<file path="src/rtl/vvm_phase_avg.sv">
// Per-channel phase referencing and wrap-safe first-order IIR smoothing of the serialized CORDIC stream.
// Optional macro VVM_PHASE_DIFF_EN: when defined, channels k>0 report phase relative to channel 0.
module vvm_phase_avg #(
    parameter int N_CH  = 4,
    parameter int W_MAG = 21,
    parameter int W_PH  = 21,
    parameter int F     = 16,
    localparam int CW   = $clog2(N_CH)
) (
    input  logic                   sample_clk,
    input  logic                   sample_rst_n,
    input  logic                   in_strobe,
    input  logic                   in_first,
    input  logic [W_MAG-1:0]       mag_in,
    input  logic [W_PH-1:0]        phase_in,
    input  logic [3:0]             iir_shift,
    output logic                   out_strobe,
    output logic [CW-1:0]          out_ch,
    output logic [W_MAG-1:0]       mag_out,
    output logic [W_PH-1:0]        phase_out,
    output logic                   frame_done,
    output logic [7:0]             err_cnt
);

    localparam int AW_M = W_MAG + F;
    localparam int AW_P = W_PH + F;

    typedef enum logic [1:0] {
        S_WAIT_FIRST,
        S_IN_FRAME,
        S_FRAME_END
    } state_t;

    state_t          state_reg, state_next;
    logic [CW-1:0]   ch_reg;
    logic            accept;
    logic [CW-1:0]   acc_ch;
    logic            err_inc;
    logic [W_PH-1:0] ph_d;

    // ---------------- sequencer ----------------
    always_ff @(posedge sample_clk) begin
        if (!sample_rst_n) begin
            state_reg <= S_WAIT_FIRST;
            ch_reg    <= '0;
            err_cnt   <= '0;
        end else begin
            state_reg <= state_next;
            if (accept)
                ch_reg <= acc_ch + CW'(1);
            if (err_inc && err_cnt != 8'hFF)
                err_cnt <= err_cnt + 8'd1;
        end
    end

    always_comb begin
        state_next = state_reg;
        if (accept)
            state_next = (acc_ch == CW'(N_CH - 1)) ? S_FRAME_END : S_IN_FRAME;
    end

    // S_FRAME_END differs from S_WAIT_FIRST only in that a stray word is an error
    always_comb begin
        accept  = 1'b0;
        acc_ch  = '0;
        err_inc = 1'b0;
        case (state_reg)
            S_WAIT_FIRST: begin
                if (in_strobe && in_first)
                    accept = 1'b1;
            end
            S_IN_FRAME: begin
                if (in_strobe) begin
                    accept = 1'b1;
                    if (in_first)
                        err_inc = 1'b1;
                    else
                        acc_ch = ch_reg;
                end
            end
            S_FRAME_END: begin
                if (in_strobe) begin
                    if (in_first)
                        accept = 1'b1;
                    else
                        err_inc = 1'b1;
                end
            end
            default: ;
        endcase
    end

    // ---------------- phase reference ----------------
`ifdef VVM_PHASE_DIFF_EN
    logic [W_PH-1:0] ref_reg;

    always_ff @(posedge sample_clk) begin
        if (!sample_rst_n)
            ref_reg <= '0;
        else if (accept && in_first)
            ref_reg <= phase_in;
    end

    assign ph_d = in_first ? phase_in : phase_in - ref_reg;
`else
    assign ph_d = phase_in;
`endif

    // ---------------- stage 1: captured word ----------------
    logic             s1_valid_reg;
    logic [CW-1:0]    s1_ch_reg;
    logic [W_MAG-1:0] s1_mag_reg;
    logic [W_PH-1:0]  s1_ph_reg;
    logic [3:0]       s1_shift_reg;

    always_ff @(posedge sample_clk) begin
        if (!sample_rst_n) begin
            s1_valid_reg <= 1'b0;
            s1_ch_reg    <= '0;
            s1_mag_reg   <= '0;
            s1_ph_reg    <= '0;
            s1_shift_reg <= '0;
        end else begin
            s1_valid_reg <= accept;
            if (accept) begin
                s1_ch_reg    <= acc_ch;
                s1_mag_reg   <= mag_in;
                s1_ph_reg    <= ph_d;
                s1_shift_reg <= iir_shift;
            end
        end
    end

    // ---------------- IIR update ----------------
    logic [AW_M-1:0]        acc_m [N_CH];
    logic [AW_P-1:0]        acc_p [N_CH];
    logic [N_CH-1:0]        seeded_reg;
    logic [AW_M-1:0]        acc_m_cur, x_m, acc_m_next;
    logic [AW_P-1:0]        acc_p_cur, x_p, acc_p_next;
    logic signed [AW_M:0]   err_m, step_m;
    logic signed [AW_P-1:0] err_p, step_p;

    // Phase error is taken modulo the full circle, so the filter always turns the short way
    always_comb begin
        acc_m_cur = acc_m[s1_ch_reg];
        acc_p_cur = acc_p[s1_ch_reg];
        x_m       = {s1_mag_reg, {F{1'b0}}};
        x_p       = {s1_ph_reg, {F{1'b0}}};
        err_m     = $signed({1'b0, x_m}) - $signed({1'b0, acc_m_cur});
        step_m    = err_m >>> s1_shift_reg;
        err_p     = $signed(x_p - acc_p_cur);
        step_p    = err_p >>> s1_shift_reg;
        if (seeded_reg[s1_ch_reg]) begin
            acc_m_next = acc_m_cur + step_m[AW_M-1:0];
            acc_p_next = acc_p_cur + step_p;
        end else begin
            acc_m_next = x_m;
            acc_p_next = x_p;
        end
    end

    always_ff @(posedge sample_clk) begin
        if (!sample_rst_n) begin
            seeded_reg <= '0;
            for (int i = 0; i < N_CH; i++) begin
                acc_m[i] <= '0;
                acc_p[i] <= '0;
            end
        end else if (s1_valid_reg) begin
            acc_m[s1_ch_reg]      <= acc_m_next;
            acc_p[s1_ch_reg]      <= acc_p_next;
            seeded_reg[s1_ch_reg] <= 1'b1;
        end
    end

    // ---------------- stage 2 and output register ----------------
    logic             s2_valid_reg;
    logic [CW-1:0]    s2_ch_reg;
    logic [W_MAG-1:0] s2_mag_reg;
    logic [W_PH-1:0]  s2_ph_reg;

    always_ff @(posedge sample_clk) begin
        if (!sample_rst_n) begin
            s2_valid_reg <= 1'b0;
            s2_ch_reg    <= '0;
            s2_mag_reg   <= '0;
            s2_ph_reg    <= '0;
            out_strobe   <= 1'b0;
            out_ch       <= '0;
            mag_out      <= '0;
            phase_out    <= '0;
            frame_done   <= 1'b0;
        end else begin
            s2_valid_reg <= s1_valid_reg;
            if (s1_valid_reg) begin
                s2_ch_reg  <= s1_ch_reg;
                s2_mag_reg <= acc_m_next[AW_M-1:F];
                s2_ph_reg  <= acc_p_next[AW_P-1:F];
            end
            out_strobe <= s2_valid_reg;
            frame_done <= s2_valid_reg && (s2_ch_reg == CW'(N_CH - 1));
            if (s2_valid_reg) begin
                out_ch    <= s2_ch_reg;
                mag_out   <= s2_mag_reg;
                phase_out <= s2_ph_reg;
            end
        end
    end

endmodule

</file>
<file path="config.mk">
export PLATFORM = sky130hd
export DESIGN_NAME = vvm_phase_avg
export DESIGN_NICKNAME = d
export VERILOG_FILES = /design/src/rtl/vvm_phase_avg.sv
export SDC_FILE = /design/constraint.sdc
export NUM_CORES = 1
export LEC_CHECK = 0
export CORE_MARGIN = 8
export CORE_UTILIZATION = 30
export CTS_CLUSTER_SIZE = 12
export DETAILED_ROUTE_END_ITERATION = 10
export DONT_BUFFER_PORTS = 1
export PLACE_DENSITY = 0.41
export REMOVE_ABC_BUFFERS = 1
export SYNTH_ARGS = -nofsm -noshare
export SYNTH_HDL_FRONTEND = slang
export SYNTH_SLANG_ARGS = --single-unit
</file>
<file path="constraint.sdc">
create_clock -name sample_clk -period 9.1 [get_ports sample_clk]
set_input_delay 1.82 -clock sample_clk [delete_from_list [all_inputs] [get_ports sample_clk]]
set_output_delay 1.82 -clock sample_clk [all_outputs]
set_load 0.01 [all_outputs]
</file>
After elaboration in Yosys (flattened, before gate mapping)

Memory sizes are Yosys's and may differ from the RTL's. A register that Yosys moved wholly into a read port is not among the register bits.
Index checks and enable logic that the tools add are counted.
Widths: inputs -> output; s select.

Bitwise operators: 1
Shift-type cells: 2
Muxes and demuxes: 32
Order comparisons: 2
$add $sub $neg: 6
Reduce and logical (&&, ||, !) cells: 7
Equal/unequal tests: 5

Operators with widths:

| operator            | number |
|---|---|
| $mux 37             | 4 |
| $add 37x37->37      | 2 |
| $reduce_or 37->1    | 2 |
| $sshr 38x4->37      | 1 |
| $sub 37x37->38      | 1 |
| $sshr 37x4->37      | 1 |
| $sub 37x37->37      | 1 |
| $mux 2              | 10 |
| $mux 1              | 14 |
| $add 8x1->8 const B | 1 |
| $ne 8x8->1 const B  | 1 |
| $eq 2x2->1 const B  | 3 |
| $logic_and 1x1->1   | 4 |
| $or 4x4->4          | 1 |
| $lt 2x3->1 const B  | 1 |
| $pmux 1 s3          | 1 |
| $add 2x1->2 const B | 1 |
| $bmux 1 s2          | 1 |
| $demux 1 s2         | 1 |
| $eq 2x1->1 const B  | 1 |
| $ge 2x1->1 const B  | 1 |
| $logic_not 2->1     | 1 |
| $pmux 1 s2          | 1 |

Flip-flop bits (word level): 156
Memory bits (writable): 296
Memories kept: 2
Output and inout bits: 54
Logic and storage cells: 75
Input bits: 50

Memories:

| memory | depth | width | rd ports | clocked after Yosys merged registers in | write ports | RTL line | source |
|---|---|---|---|---|---|---|---|
| acc_m  | 4     | 37    | 1        | 1                                       | 4           | 135      | `logic [AW_M-1:0] acc_m [N_CH];` |
| acc_p  | 4     | 37    | 1        | 1                                       | 4           | 136      | `logic [AW_P-1:0] acc_p [N_CH];` |

Depth between registers and ports, before layout

Depth after elaboration: 5
Gate-level depth with buffers: 33
Mapped depth without buffers: 27

Worst setup path before layout

No wires, ideal clock.

Kind: flip-flop to flip-flop
Start point: register with a tool-made name
End point: memory acc_m[0][35] (netlist bit) (data pin)
Data arrival time: 7262 ps
Clock period less this slack: 7534 ps
Path buffers: 6
Setup slack: 1566 ps
Required time: 8828 ps
Cell stages (with the launch flop): 33
Setup time: 272 ps
Cell sequence: dfxtp_1 > buf_6 > buf_12 > buf_6 > buf_2 > buf_1 > mux4_2 > inv_1 > ha_1 > clkbuf_1 > a21oi_1 > o21ai_0 > a31oi_1 > o21ai_0 > o22ai_2 > o21ai_0 > xor2_1 > mux2_2 > o21ai_0 > mux2_2 > mux2i_1 > ha_1 > a21oi_1 > o21bai_1 > a21o_1 > a21oi_1 > o21ai_0 > or4_1 > and2_1 > a221oi_1 > nor4b_1 > a211oi_1 > nor2_1

RTL lines:

| element   | RTL line |
|---|---|
| to (decl) | 135 |

==> reports/qor.csv <==
stage,metric,value,unit
yosys,synth_edf_count,296,
critical_path,crit_arrival,8.93,ns
layout,top_regs,"acc_m (148), acc_p (148)",
flow_run,cap_violations,0,
detailed_routing,drt-pass1-iter-count,5,
grt,track_usage,0.1751,
clocking,cts_buffers,55,
yosys,synth_warnings,0,
floorplan,die_w,325.7,um
layout,syn_to_final_growth,10.63,%
power,ir_worst_vdd,0.1323,mV
yosys,yosys.area_share.simple,0.1667,
place,portBuffers,0,
grt,grt_start_max_net_pins,99,
sta,max_freq,0.1163,GHz
sta,fin_skew,0.01797,ns
clocking,cts_tree,done,
floorplan,start_util,0.3029,
clocking,cts-root-buf,clkbuf_16,
floorplan,rows,113,
critical_path,crit_path_max_fanout,19,
yosys,synth_area,28780,um2
sta,worst_pin_slew,1.167,ns
floorplan,io_pins,104,
layout,finish.utilization,0.3351,
detailed_routing,routed_wl,96.18,mm
sta,relSlewSlack,0.2223,
status,status,finished clean,
layout,final_nets,3163,
min_path,worst_hold_startpoint,seeded_reg[1],
critical_path,critPathLaunchType,flop,
floorplan,die_height,325.7,um
yosys,syn_inst,3073,
sta,hold_viol,0,
yosys,synth_fa_ha_area_frac,0.05530,
clocking,cts.path.max_buffers,3,
critical_path,setup.worst_path.class,flop to flop,
critical_path,path_delay_family,compound AO/OA/AOI/OAI gates,
clocking,post_cts_buffers,0,
detailed_routing,drt_iter0_drc,1695,
sta,rsz0062_at_grt,no,
critical_path,crit_slowest_cell,mux4_1,
yosys,synthXorXnorAreaFrac,0.03374,
yosys,ys_async_sr_fraction,0,
critical_path,crit_top_cell,o21a_1,
min_path,min_to,seeded_reg[1],
yosys,synthFlopType,edfxtp_1,
yosys,synthTopCellsByArea,"edfxtp_1, dfxtp_1, mux4_2, nor2_1, ha_1",
clocking,clk_latency,0.63,ns
place,place_ws,0.7842,ns
grt,grt_pass1_vias,22740,
sta,finalWorstSetupSlack,0.5031,ns
yosys,ys_ff_latch,454,
yosys,syn_area_per_cell,9.365,um2
grt,grt_pass1_wl,145.9,mm
critical_path,r2r_end,acc_m[1][36],
grt,antenna_found_initial,0,
sta,setup_violations,0,
detailed_routing,vias,22940,
yosys,ys_types,97,
yosys,synth_compound_area_frac,0.1532,
floorplan,core-area,95010,um2
clocking,cts_resized,0,
critical_path,worst_ep_required_time,9.43,ns
layout,n_antenna_cell,0,
critical_path,critPathBufInv,2,
sta,period_minus_slack,8.597,ns
clocking,cts_hold_buffers,0,
layout,fill_cells,9874,
yosys,synthMuxAreaShare,0.1271,
clocking,h-tree-depth,2,
floorplan,dieArea,106100,um2
min_path,worstHoldPathCells,2,
clocking,path_clk_slew,0.05,ns
place,hpwl,67.03,mm
yosys,synth.top_cells.by_count,"nor2_1, nand2_1, edfxtp_1",
sta,period_share,0.9447,
yosys,yosysMostFrequentCell,nor2_1,
yosys,yosysTopAreaCellShare,0.3089,
sta,maxSlewViolCount,0,
critical_path,reg2regPathDepth,25,
power,p_leak,12.56,nW
detailed_routing,drc,0,
layout,final_layout_size_suffix_gt1_frac,0.09594,
yosys,seq_area_frac_synth,0.4188,
yosys,synth_top_family_by_area,simple AND/OR/NAND/NOR gates,
place,place_congestion,0.8798,
yosys,synth_area_leader_cell,edfxtp_1,
detailed_routing,wl_per_cell,22.38,um
min_path,worstHoldPathType,flop to flop,
detailed_routing,ant_nets,0,
power,power_density,195.1,nW/um2
detailed_routing,viasPerCell,5.337,
critical_path,reg2reg_slack,0.50,ns
clocking,cts_sinks,454,
critical_path,end_kind,flop,
grt,grt_overflow_total,0,
critical_path,slowest_delay,0.85,ns
-- area by class of cell --
type	instances	area, um2	share of cell area
Inverter	153	576.8	0.01812
Tap cell	1265	1583	0.04972
Timing Repair Buffer	38	310.3	0.009747
Clock inverter	21	146.4	0.004598
Multi-Input combinational cell	2285	15510	0.4871
Sequential cell	454	12070	0.3791
Clock buffer	82	1643	0.05160
-- routing by layer --
| layer | vias up | GRT usage | share of wire |
|---|---|---|---|
| met5 | - | 0 | 0 |
| met4 | 0 | 0.03269 | 0.016 |
| met3 | 86 | 0.02490 | 0.046 |
| met2 | 576 | 0.2832 | 0.46 |
| met1 | 11380 | 0.2498 | 0.48 |
| li1 | 10890 | - | - |
-- cell families after synthesis --
kind of cell    Yosys count
compound gates          694
xor+xnor                110
fa+ha+maj               126
buf+inv                 334
flops                   454
mux                     252
simple gates           1103
-- metrics by stage --
stage / area (um2) / total power [mW] / std cells / TNS, ns / hold WS (ns)
finish: 31840 / 6.212 / 4298 / 0 / 0.4376
floorplan: 28050 / 3.580 / 2892 / -0.1588 / 0.4167
CTS: 31840 / 6.287 / 4298 / 0 / 0.4387
detailed placement: 30050 / 4.078 / 4195 / 0 / 0.4293
global route: 31840 / 6.538 / 4298 / 0 / 0.4613
global placement: 30050 / 4.080 / 4195 / 0 / 0.4289
-- how the worst max path moves through the flow --
stage                     startpoint           end  slack (ns)  depth (start not counted)
after CTS                       flop  acc_m[1][36]        0.74                         25
after detailed placement        flop  acc_m[1][36]        0.78                         25
final                           flop  acc_m[1][36]        0.50                         25
after global routing            flop  acc_m[1][35]        0.22                         24
after global placement          flop  acc_m[1][36]        0.84                         25
after floorplan                 flop  acc_m[1][35]       -0.05                         26
-- worst reg2reg max path, stage by stage, from the launching register on --
cell,delay [ns]
dfxtp_4,0.67
buf_4,0.34
mux4_1,0.85
nor3_1,0.54
and3_1,0.46
and2_1,0.22
nor2b_1,0.23
nor3_1,0.07
a211o_1,0.33
mux2_2,0.29
mux2i_1,0.22
nand2_1,0.09
o21a_1,0.15
ha_1,0.22
inv_1,0.08
fa_1,0.23
nor2b_1,0.06
o21a_1,0.17
o21ai_0,0.67
a211oi_1,0.30
o31ai_1,0.53
o21a_1,0.34
o41ai_1,0.17
o41ai_1,0.59
xor2_1,0.37
o31ai_1,0.12
-- where the power goes --
part	internal, mW	switching (mW)
sequential	2.26	0.0447
clock	1.25	0.914
combinational	0.641	1.09
-- cells in the final DEF (no fill, tap or decap), types with 8 or more instances in the layout --
cell       instances
nand3b_1           8
dfxtp_1          151
nand3_1           41
o21ai_0          154
o31ai_1           16
nand2_1          395
a21o_1            76
clkbuf_16         59
o21a_1            24
and2_1            21
edfxtp_1         296
nor3_1            48
or2_2             10
nor2_1           453
buf_4             36
a211oi_1          30
mux4_2            77
or3_1             12
nand2b_1          25
mux4_1             8
o31a_1            12
nand4_1           19
mux2_2            27
clkinv_2           8
clkbuf_8           8
o21bai_1          14
o211ai_1          24
and3_1            22
xor2_1            42
a31oi_1           29
clkbuf_1          15
a21oi_1          214
mux2i_1          138
inv_1            147
xnor2_1           67
ha_1             124
nor2b_1           10
Power figures use the tool's default switching activity.
